## config.mk

```make
export PLATFORM = sky130hd
export DESIGN_NAME = seq_signed_divider
export DESIGN_NICKNAME = d
export VERILOG_FILES = /design/src/rtl/divider_pkg.sv /design/src/rtl/div_iter_step.sv /design/src/rtl/seq_signed_divider.sv
export SDC_FILE = /design/constraint.sdc
export NUM_CORES = 1
export LEC_CHECK = 0
export ABC_AREA = 0
export ABC_CLOCK_PERIOD_IN_PS = 3400
export BUFFER_PORTS_ARGS = -buffer_cell sky130_fd_sc_hd__buf_4
export CELL_PAD_IN_SITES_DETAIL_PLACEMENT = 0
export CELL_PAD_IN_SITES_GLOBAL_PLACEMENT = 1
export CORE_UTILIZATION = 24
export DETAILED_ROUTE_END_ITERATION = 10
export GPL_TIMING_DRIVEN = 0
export PLACE_DENSITY = 0.59
export SYNTH_ARGS = -nofsm -noshare
export SYNTH_HDL_FRONTEND = slang
export SYNTH_HIERARCHICAL = 1
export SYNTH_SLANG_ARGS = --single-unit
```

## constraint.sdc

```tcl
create_clock -name clk -period 3.4 [get_ports clk]
set_clock_uncertainty 0.1 [all_clocks]
set_input_delay 0.51 -clock clk [delete_from_list [all_inputs] [get_ports clk]]
set_output_delay 0.51 -clock clk [all_outputs]
set_load 0.02 [all_outputs]
```

## src/rtl/divider_pkg.sv

```systemverilog
// Shared definitions for the sequential signed divider.
// Contents:
//   DEFAULT_N      default operand width (dividend, divisor, quotient, remainder)
//   DEFAULT_CNT_W  iteration counter width for the default operand width
//   state_t        controller states
//   cntWidth()     iteration counter width for an arbitrary operand width
package divider_pkg;

  localparam int DEFAULT_N     = 32;
  localparam int DEFAULT_CNT_W = $clog2(DEFAULT_N);

  typedef enum logic [1:0] {
    IDLE,
    CALC,
    FIX
  } state_t;

  // The counter must hold N-1, which is the last iteration index.
  function automatic int cntWidth(input int n);
    return (n <= 2) ? 1 : $clog2(n);
  endfunction

endpackage

```

## src/rtl/div_iter_step.sv

```systemverilog
// One restoring-division step (purely combinational).
// Ports:
//   i_rem      partial remainder before this step (N+1 bits, always < divisor magnitude)
//   i_bit      next dividend magnitude bit, MSB first
//   i_divisor  divisor magnitude (N+1 bits, so -2^(N-1) is represented exactly)
//   o_rem      partial remainder after this step
//   o_qBit     quotient bit produced by this step
module div_iter_step #(
  parameter int N = 32
) (
  input  logic [N:0] i_rem,
  input  logic       i_bit,
  input  logic [N:0] i_divisor,
  output logic [N:0] o_rem,
  output logic       o_qBit
);

  logic [N+1:0] w_part;
  logic [N:0]   w_diff;

  // The trial value is one bit wider than the remainder. The compare uses the
  // full width. The subtraction only needs N+1 bits: it is kept only when the
  // trial is at least the divisor, and then the result is below the divisor.
  always_comb begin
    w_part = {i_rem, i_bit};
    w_diff = w_part[N:0] - i_divisor;
    o_qBit = (w_part >= {1'b0, i_divisor});
    o_rem  = o_qBit ? w_diff : w_part[N:0];
  end

endmodule

```

## src/rtl/seq_signed_divider.sv

```systemverilog
// Iterative signed divider: produces one quotient bit per clock.
// It uses a start/busy/done handshake. Results are held until the next start.
// Ports:
//   clk, rst_n    clock (rising edge) and asynchronous active-low reset
//   start         request; accepted only while busy is low
//   dividend      signed operand, captured when start is accepted
//   divisor       signed operand, captured when start is accepted
//   busy          high from acceptance until the done cycle
//   done          one-cycle pulse; marks quotient/remainder/div_by_zero valid
//   quotient      signed, truncated toward zero
//   remainder     signed; its sign follows the dividend
//   div_by_zero   set with done when the divisor was zero
module seq_signed_divider
  import divider_pkg::*;
#(
  parameter int N = DEFAULT_N
) (
  input  logic         clk,
  input  logic         rst_n,
  input  logic         start,
  input  logic [N-1:0] dividend,
  input  logic [N-1:0] divisor,
  output logic         busy,
  output logic         done,
  output logic [N-1:0] quotient,
  output logic [N-1:0] remainder,
  output logic         div_by_zero
);

  localparam int CW = cntWidth(N);

  state_t        r_state;
  logic [CW-1:0] r_cnt;
  logic [N:0]    r_rem;
  logic [N-1:0]  r_q;
  logic [N:0]    r_absDivisor;
  logic          r_qNeg;
  logic          r_remNeg;
  logic          r_zero;

  logic [N:0]    w_absDividend;
  logic [N:0]    w_absDivisor;
  logic [N:0]    w_nextRem;
  logic          w_qBit;

  // Magnitudes are taken after sign extension to N+1 bits.
  // This makes the most negative operand become a proper positive value.
  always_comb begin
    w_absDividend = dividend[N-1] ? -{dividend[N-1], dividend} : {1'b0, dividend};
    w_absDivisor  = divisor[N-1]  ? -{divisor[N-1], divisor}   : {1'b0, divisor};
  end

  // r_q serves two purposes. Dividend bits leave at its top, one per step.
  // Quotient bits enter at its bottom.
  div_iter_step #(.N(N)) u_step (
    .i_rem     (r_rem),
    .i_bit     (r_q[N-1]),
    .i_divisor (r_absDivisor),
    .o_rem     (w_nextRem),
    .o_qBit    (w_qBit)
  );

  // Controller with registered outputs.
  // For division by zero, the dividend magnitude is parked in r_rem.
  // The FIX state then re-applies the dividend sign, which restores the original dividend.
  always_ff @(posedge clk or negedge rst_n) begin
    if (!rst_n) begin
      r_state      <= IDLE;
      r_cnt        <= '0;
      r_rem        <= '0;
      r_q          <= '0;
      r_absDivisor <= '0;
      r_qNeg       <= 1'b0;
      r_remNeg     <= 1'b0;
      r_zero       <= 1'b0;
      busy         <= 1'b0;
      done         <= 1'b0;
      quotient     <= '0;
      remainder    <= '0;
      div_by_zero  <= 1'b0;
    end else begin
      done <= 1'b0;
      case (r_state)
        IDLE: begin
          if (start) begin
            busy         <= 1'b1;
            div_by_zero  <= 1'b0;
            r_absDivisor <= w_absDivisor;
            r_qNeg       <= dividend[N-1] ^ divisor[N-1];
            r_remNeg     <= dividend[N-1];
            if (divisor == '0) begin
              r_zero  <= 1'b1;
              r_rem   <= w_absDividend;
              r_q     <= '1;
              r_state <= FIX;
            end else begin
              r_zero  <= 1'b0;
              r_rem   <= '0;
              r_q     <= w_absDividend[N-1:0];
              r_cnt   <= CW'(N - 1);
              r_state <= CALC;
            end
          end
        end
        CALC: begin
          r_rem <= w_nextRem;
          r_q   <= {r_q[N-2:0], w_qBit};
          if (r_cnt == '0) begin
            r_state <= FIX;
          end else begin
            r_cnt <= r_cnt - CW'(1);
          end
        end
        FIX: begin
          done        <= 1'b1;
          busy        <= 1'b0;
          div_by_zero <= r_zero;
          quotient    <= r_zero ? '1 : (r_qNeg ? -r_q : r_q);
          remainder   <= r_remNeg ? -r_rem[N-1:0] : r_rem[N-1:0];
          r_state     <= IDLE;
        end
        default: r_state <= IDLE;
      endcase
    end
  end

endmodule

```

After elaboration in Yosys (flattened, before gate mapping)
Index checks and enable logic that the tools add are counted.
W data, S select, Z words.
- flip-flop bits (word level): 175
- bits in latches: 0
- bits in writable memories: 0
- ROM bits: 0
- bits of input ports: 67
- output and inout port bits: 67
- logic and storage cells: 63
- memories kept: 0
- add/sub/neg operators: 6
- multipliers: 0
- div/mod/pow operators: 0
- $lt $le $gt $ge: 1
- eq/ne operators: 6
- shift operators: 0
- multiplexer cells: 26
- bitwise logic cells: 1
- reduce and logical (&&, ||, !) cells: 10
- operators by type and width (kind ; count):
    $mux W33 ; 5
    $mux W32 ; 5
    $neg A33 Y33 ; 2
    $pmux W33 S2 ; 1
    $neg A32 Y32 ; 2
    $pmux W32 S2 ; 1
    $ge A34 B33 Y1 ; 1
    $sub A33 B33 Y33 ; 1
    $logic_not A32 Y1 ; 1
    $mux W5 ; 3
    $pmux W5 S2 ; 1
    $ne A2 B2 Y1 const B ; 4
    $reduce_and A2 Y1 ; 4
    $mux W2 ; 3
    $logic_not A5 Y1 ; 1
    $sub A5 B1 Y5 const B ; 1
    $mux W1 ; 4
    $pmux W1 S2 ; 2
    $pmux W2 S2 ; 1
    $reduce_and A4 Y1 ; 1
    $reduce_bool A2 Y1 ; 2
    $eq A2 B1 Y1 const B ; 1
    $eq A2 B2 Y1 const B ; 1
    $logic_not A2 Y1 ; 1
    $xor A1 B1 Y1 ; 1

Longest topological paths before layout
- depth in word-level cells: 5
- depth in mapped cells: 18
- depth with buffers taken out: 17

Hierarchy
Netlist, hierarchy kept.
- modules (own cells, without submodules) (module ; times used ; cells an instance ; area each (sq um) ; sequential area each (sq um)):
    seq_signed_divider ; 1 ; 1138 ; 9925.8 ; 4379.2
    div_iter_step ; 1 ; 365 ; 2307.2 ; 0.0

Worst setup path after synthesis
Ideal clock, no wire load.
- path type: register -> register
- start: register r_q[31]
- end: register r_rem[18]
- arrival: 3.017 ns
- required time: 3.176 ns
- path slack: 0.159 ns
- stages on the path, launching flop included: 18
- path buffers: 1
- period minus slack after synthesis: 3.241 ns
- path through: dfrtp_1 > inv_1 > ha_1 > inv_1 > fa_1 > a21oi_1 > o211ai_1 > a211oi_1 > nor2_1 > a31o_4 > a31oi_4 > inv_4 > clkbuf_1 > nor2_1 > a21oi_1 > and3_1 > a21oi_1 > o21ai_1
- cells in the longest elaborated chain, start to end: 3
- elaborated cells between the ends (all ways): 4
- classes of those cells: add/sub (1); order compare (1); mux (2)
- ends and longest elaborated chain (element ; RTL line ; text):
    start: declaration ; seq_signed_divider.sv:35 ; logic [N-1:0] r_q;
    start signal: assignment ; seq_signed_divider.sv:99 ; r_q <= w_absDividend[N-1:0];
    start signal: assignment ; seq_signed_divider.sv:107 ; r_q <= {r_q[N-2:0], w_qBit};
    $sub A33 B33 Y33 / $ge A34 B33 Y1 (equally long branches) ; div_iter_step.sv:26, div_iter_step.sv:27 ;
    $mux W33 * ; div_iter_step.sv:28 ; o_rem = o_qBit ? w_diff : w_part[N:0];
    via w_nextRem[18] ; seq_signed_divider.sv:43 ; logic [N:0] w_nextRem;
    $pmux W33 S2 * ; seq_signed_divider.sv:83 ; case (r_state)
    end signal: assignment ; seq_signed_divider.sv:93 ; r_rem <= w_absDividend;
    end signal: assignment ; seq_signed_divider.sv:106 ; r_rem <= w_nextRem;
    end: declaration ; seq_signed_divider.sv:34 ; logic [N:0] r_rem;
Mark *: on every way through the listed nets, which the timed path passes. The rest lies on a longest branch.
A chain may end at the register's enable or synchronous reset.

Worst setup path in the final report
- start: register r_q[31]
- end: register r_rem[27]
The elaborated chain is that of the path after synthesis.

==> out/qor.txt <==
# port buffers = 132
Sequential area share after synthesis = 0.358
Hold buffer count at CTS = 0
Slowest-stage cell, CP = dfrtp_2
Overflow after GRT = 0
Critical path class = reg -> reg
Drt drc = 0
Critical Path RT = 3650 ps
#FFs+latches synth = 175
Final period util = 1.03
Initial Util = 0.244
Post-route ant nets = 0
Leakage power = 0.00623 uW
Path depth of the worst reg2reg path = 17
Post-synth EDFFs = 0
Design Power = 18300 uW
Crit-path cells = inv_2, ha_4, inv_2, fa_2, a21oi_2, o211ai_1, a211oi_2, nor2_2, a31o_4, a31oi_4, clkinv_4, buf_8, a41o_1, nor2_1, nor2_1, o22ai_1, a21oi_1
Via count = 12000
Synth Flop Type = dfrtp_1
Global-route wire length before repair = 71000 um
Dpl hpwl = 36900 um
Fraction of layout instances using a drive strength above 1 = 0.182
Synth-to-Final Area Change = 24.9%
Crit path max fanout = 8
WHS = 4.64 ps
Crit. End Element = flip-flop
GRT Util Overall = 0.178
CTS HTree Levels = 4
Setup ws final = -99.6 ps
Number of cells produced by synthesis = 1503
Ant. Diodes = 0
Root Buffer = clkbuf_16
Number of fill cells = 5423
Most common cell after layout, fill and taps aside = nand2_1
I/O Pins = 134
HP Class = in -> async
Routability cong. = 0.880
Min Tclk post-route = 3500 ps
Cell Area, Synth = 12200 um2
Yosys cell types = 80
Async S/R FF share, synth = 1.00
Post-synth net total = 1609
Clock transition at path regs = 80 ps
Max Buffers Root-to-Sink = 2
Placement Setup Slack = -634 ps
Vias in the first global route = 11600
Die height = 228 um
Outcome = complete, but fails checks
Worst EP arrival = 3750 ps
Clock buffer count from CTS = 17
Row count = 82
Largest net degree at the start of global routing = 109
Worst path max stage delay = 440 ps
Ys Warns = 6
Nets@finish = 1779
Core box area = 50200 um2
Final Hold Vio Count = 0
Failing checks = setup timing
Clock latency on the worst-skew pair = 460 ps
Final wirelength = 46900 um
Most frequent cells in the layout = nand2_1, dfrtp_1, buf_4, a21oi_1, o21ai_0
WL/cell = 19.9 um
Power Density = 1200 nW/um2
Fin. max-slew vios = 0
Sink Count = 175
Die W = 228 um
CTS tree = done
Worst setup SP type = flip-flop
Die area = 51900 um2
VDD IR max = 0.000484 V
RSZ-0062 raised after global routing = true
Final setup fails = 17
Initial antenna violation count = 0
Relative slew margins = 0.152
Max_cap viols = 0
Starting DRT DRC Count = 900
Worst Tran Pin Value = 1260 ps
Avg Vias per Cell = 5.08
Post-synthesis area per instance = 8.14 um2
Fmax = 0.286 GHz
Drt pass-1 iters = 5
metal layers:
metal / GRT usage / routed length [um] / up-vias
met1: 0.240 / 21700 / 5825
li1: - / - / 5745
met4: 0.0718 / 1430 / 0
met5: 0 / 0 / -
met2: 0.286 / 21800 / 328
met3: 0.0263 / 2020 / 73
worst paths after layout:
check / slack, ps / start / to
worst max-delay path: -100 / r_q[31] / r_rem[27]
worst min-delay path: 5 / rst_n / quotient[6]
worst max register to register: -100 / r_q[31] / r_rem[27]
worst min register to register: 380 / remainder[7] / remainder[7]
max in group asynchronous: 2280 / rst_n / r_rem[18]
min in group clk: 250 / dividend[0] / r_rem[0]
state kept, by name, summed over array words and instances, names as in the netlist, 2 cells and up:
| register | flops |
|---|---|
| r_cnt | 5 |
| remainder | 32 |
| r_absDivisor | 33 |
| quotient | 32 |
| r_rem | 33 |
| r_q | 32 |
| r_state | 2 |
worst max-delay path, delay by kind of cell, from the launching register on:
family / cells / cell delay [ps]
buf+inv: 4 / 430
simple gates: 3 / 270
flops: 1 / 440
compound gates: 8 / 1640
fa+ha+maj: 2 / 500
cell type report:
cell class,instances,area (um2),share of cell area
well taps,672,841,0.0550
plain buffers,92,450,0.0295
clock buffers,18,439,0.0287
inverters,71,272,0.0178
flip-flops and latches,175,4390,0.287
multi-input cells,1162,7510,0.491
clock inverters,14,164,0.0107
repair buffers,154,1220,0.0796
power breakdown:
group / internal [uW] / leakage, uW / switching [uW]
registers: 3100 / 0.00209 / 1280
logic: 4810 / 0.00385 / 7030
clock network: 1170 / 0.000293 / 927
total: 9080 / 0.00623 / 9240
cell families (layout without fill, tap and decap cells):
| logic type | after synthesis | after routing | synth area share |
|---|---|---|---|
| AND/OR/NAND/NOR | 472 | 472 | 0.181 |
| multiplexers | 15 | 15 | 0.0130 |
| XOR/XNOR | 136 | 136 | 0.0974 |
| AO/OA/AOI/OAI | 500 | 500 | 0.253 |
| buffers and inverters | 166 | 349 | 0.0568 |
| adder cells (fa/ha/maj) | 39 | 39 | 0.0405 |
| flip-flops | 175 | 175 | 0.358 |
metrics by stage:
step | TNS [ps] | instances | cell area, um2 | util
global route | -4570 | 2358 | 15300 | 0.305
floorplan | 0 | 1503 | 12200 | -
CTS | -16.5 | 2342 | 14800 | 0.295
detailed placement | -14970 | 2308 | 14100 | 0.281
global placement | -15520 | 2307 | 14100 | 0.280
finish | -699 | 2358 | 15300 | 0.305
synth_stat cells (16+ instances only):
cell type | instances | share of area
nand2_1 | 178 | 0.055
inv_1 | 69 | 0.021
nor3_1 | 28 | 0.011
o21ai_0 | 123 | 0.050
a21oi_1 | 156 | 0.064
dfrtp_1 | 175 | 0.36
nand4_1 | 16 | 0.0082
or3_1 | 25 | 0.013
nor2_1 | 120 | 0.037
o22ai_1 | 20 | 0.010
nand3_1 | 20 | 0.0082
ha_1 | 38 | 0.039
o31ai_1 | 39 | 0.024
xor2_1 | 104 | 0.074
o21ai_1 | 37 | 0.015
xnor2_1 | 32 | 0.023
nor4_1 | 19 | 0.0097
o41ai_1 | 33 | 0.024
clkbuf_1 | 76 | 0.023
repair_timing:
item | CTS | global route
setup buffers | 5 | 16
pin swaps | 4 | 51
cloned | 0 | 1
setup endpoints to repair | 34 | 29
resized for setup | 22 | 92
Note: power is estimated with default switching activity, not from simulation.
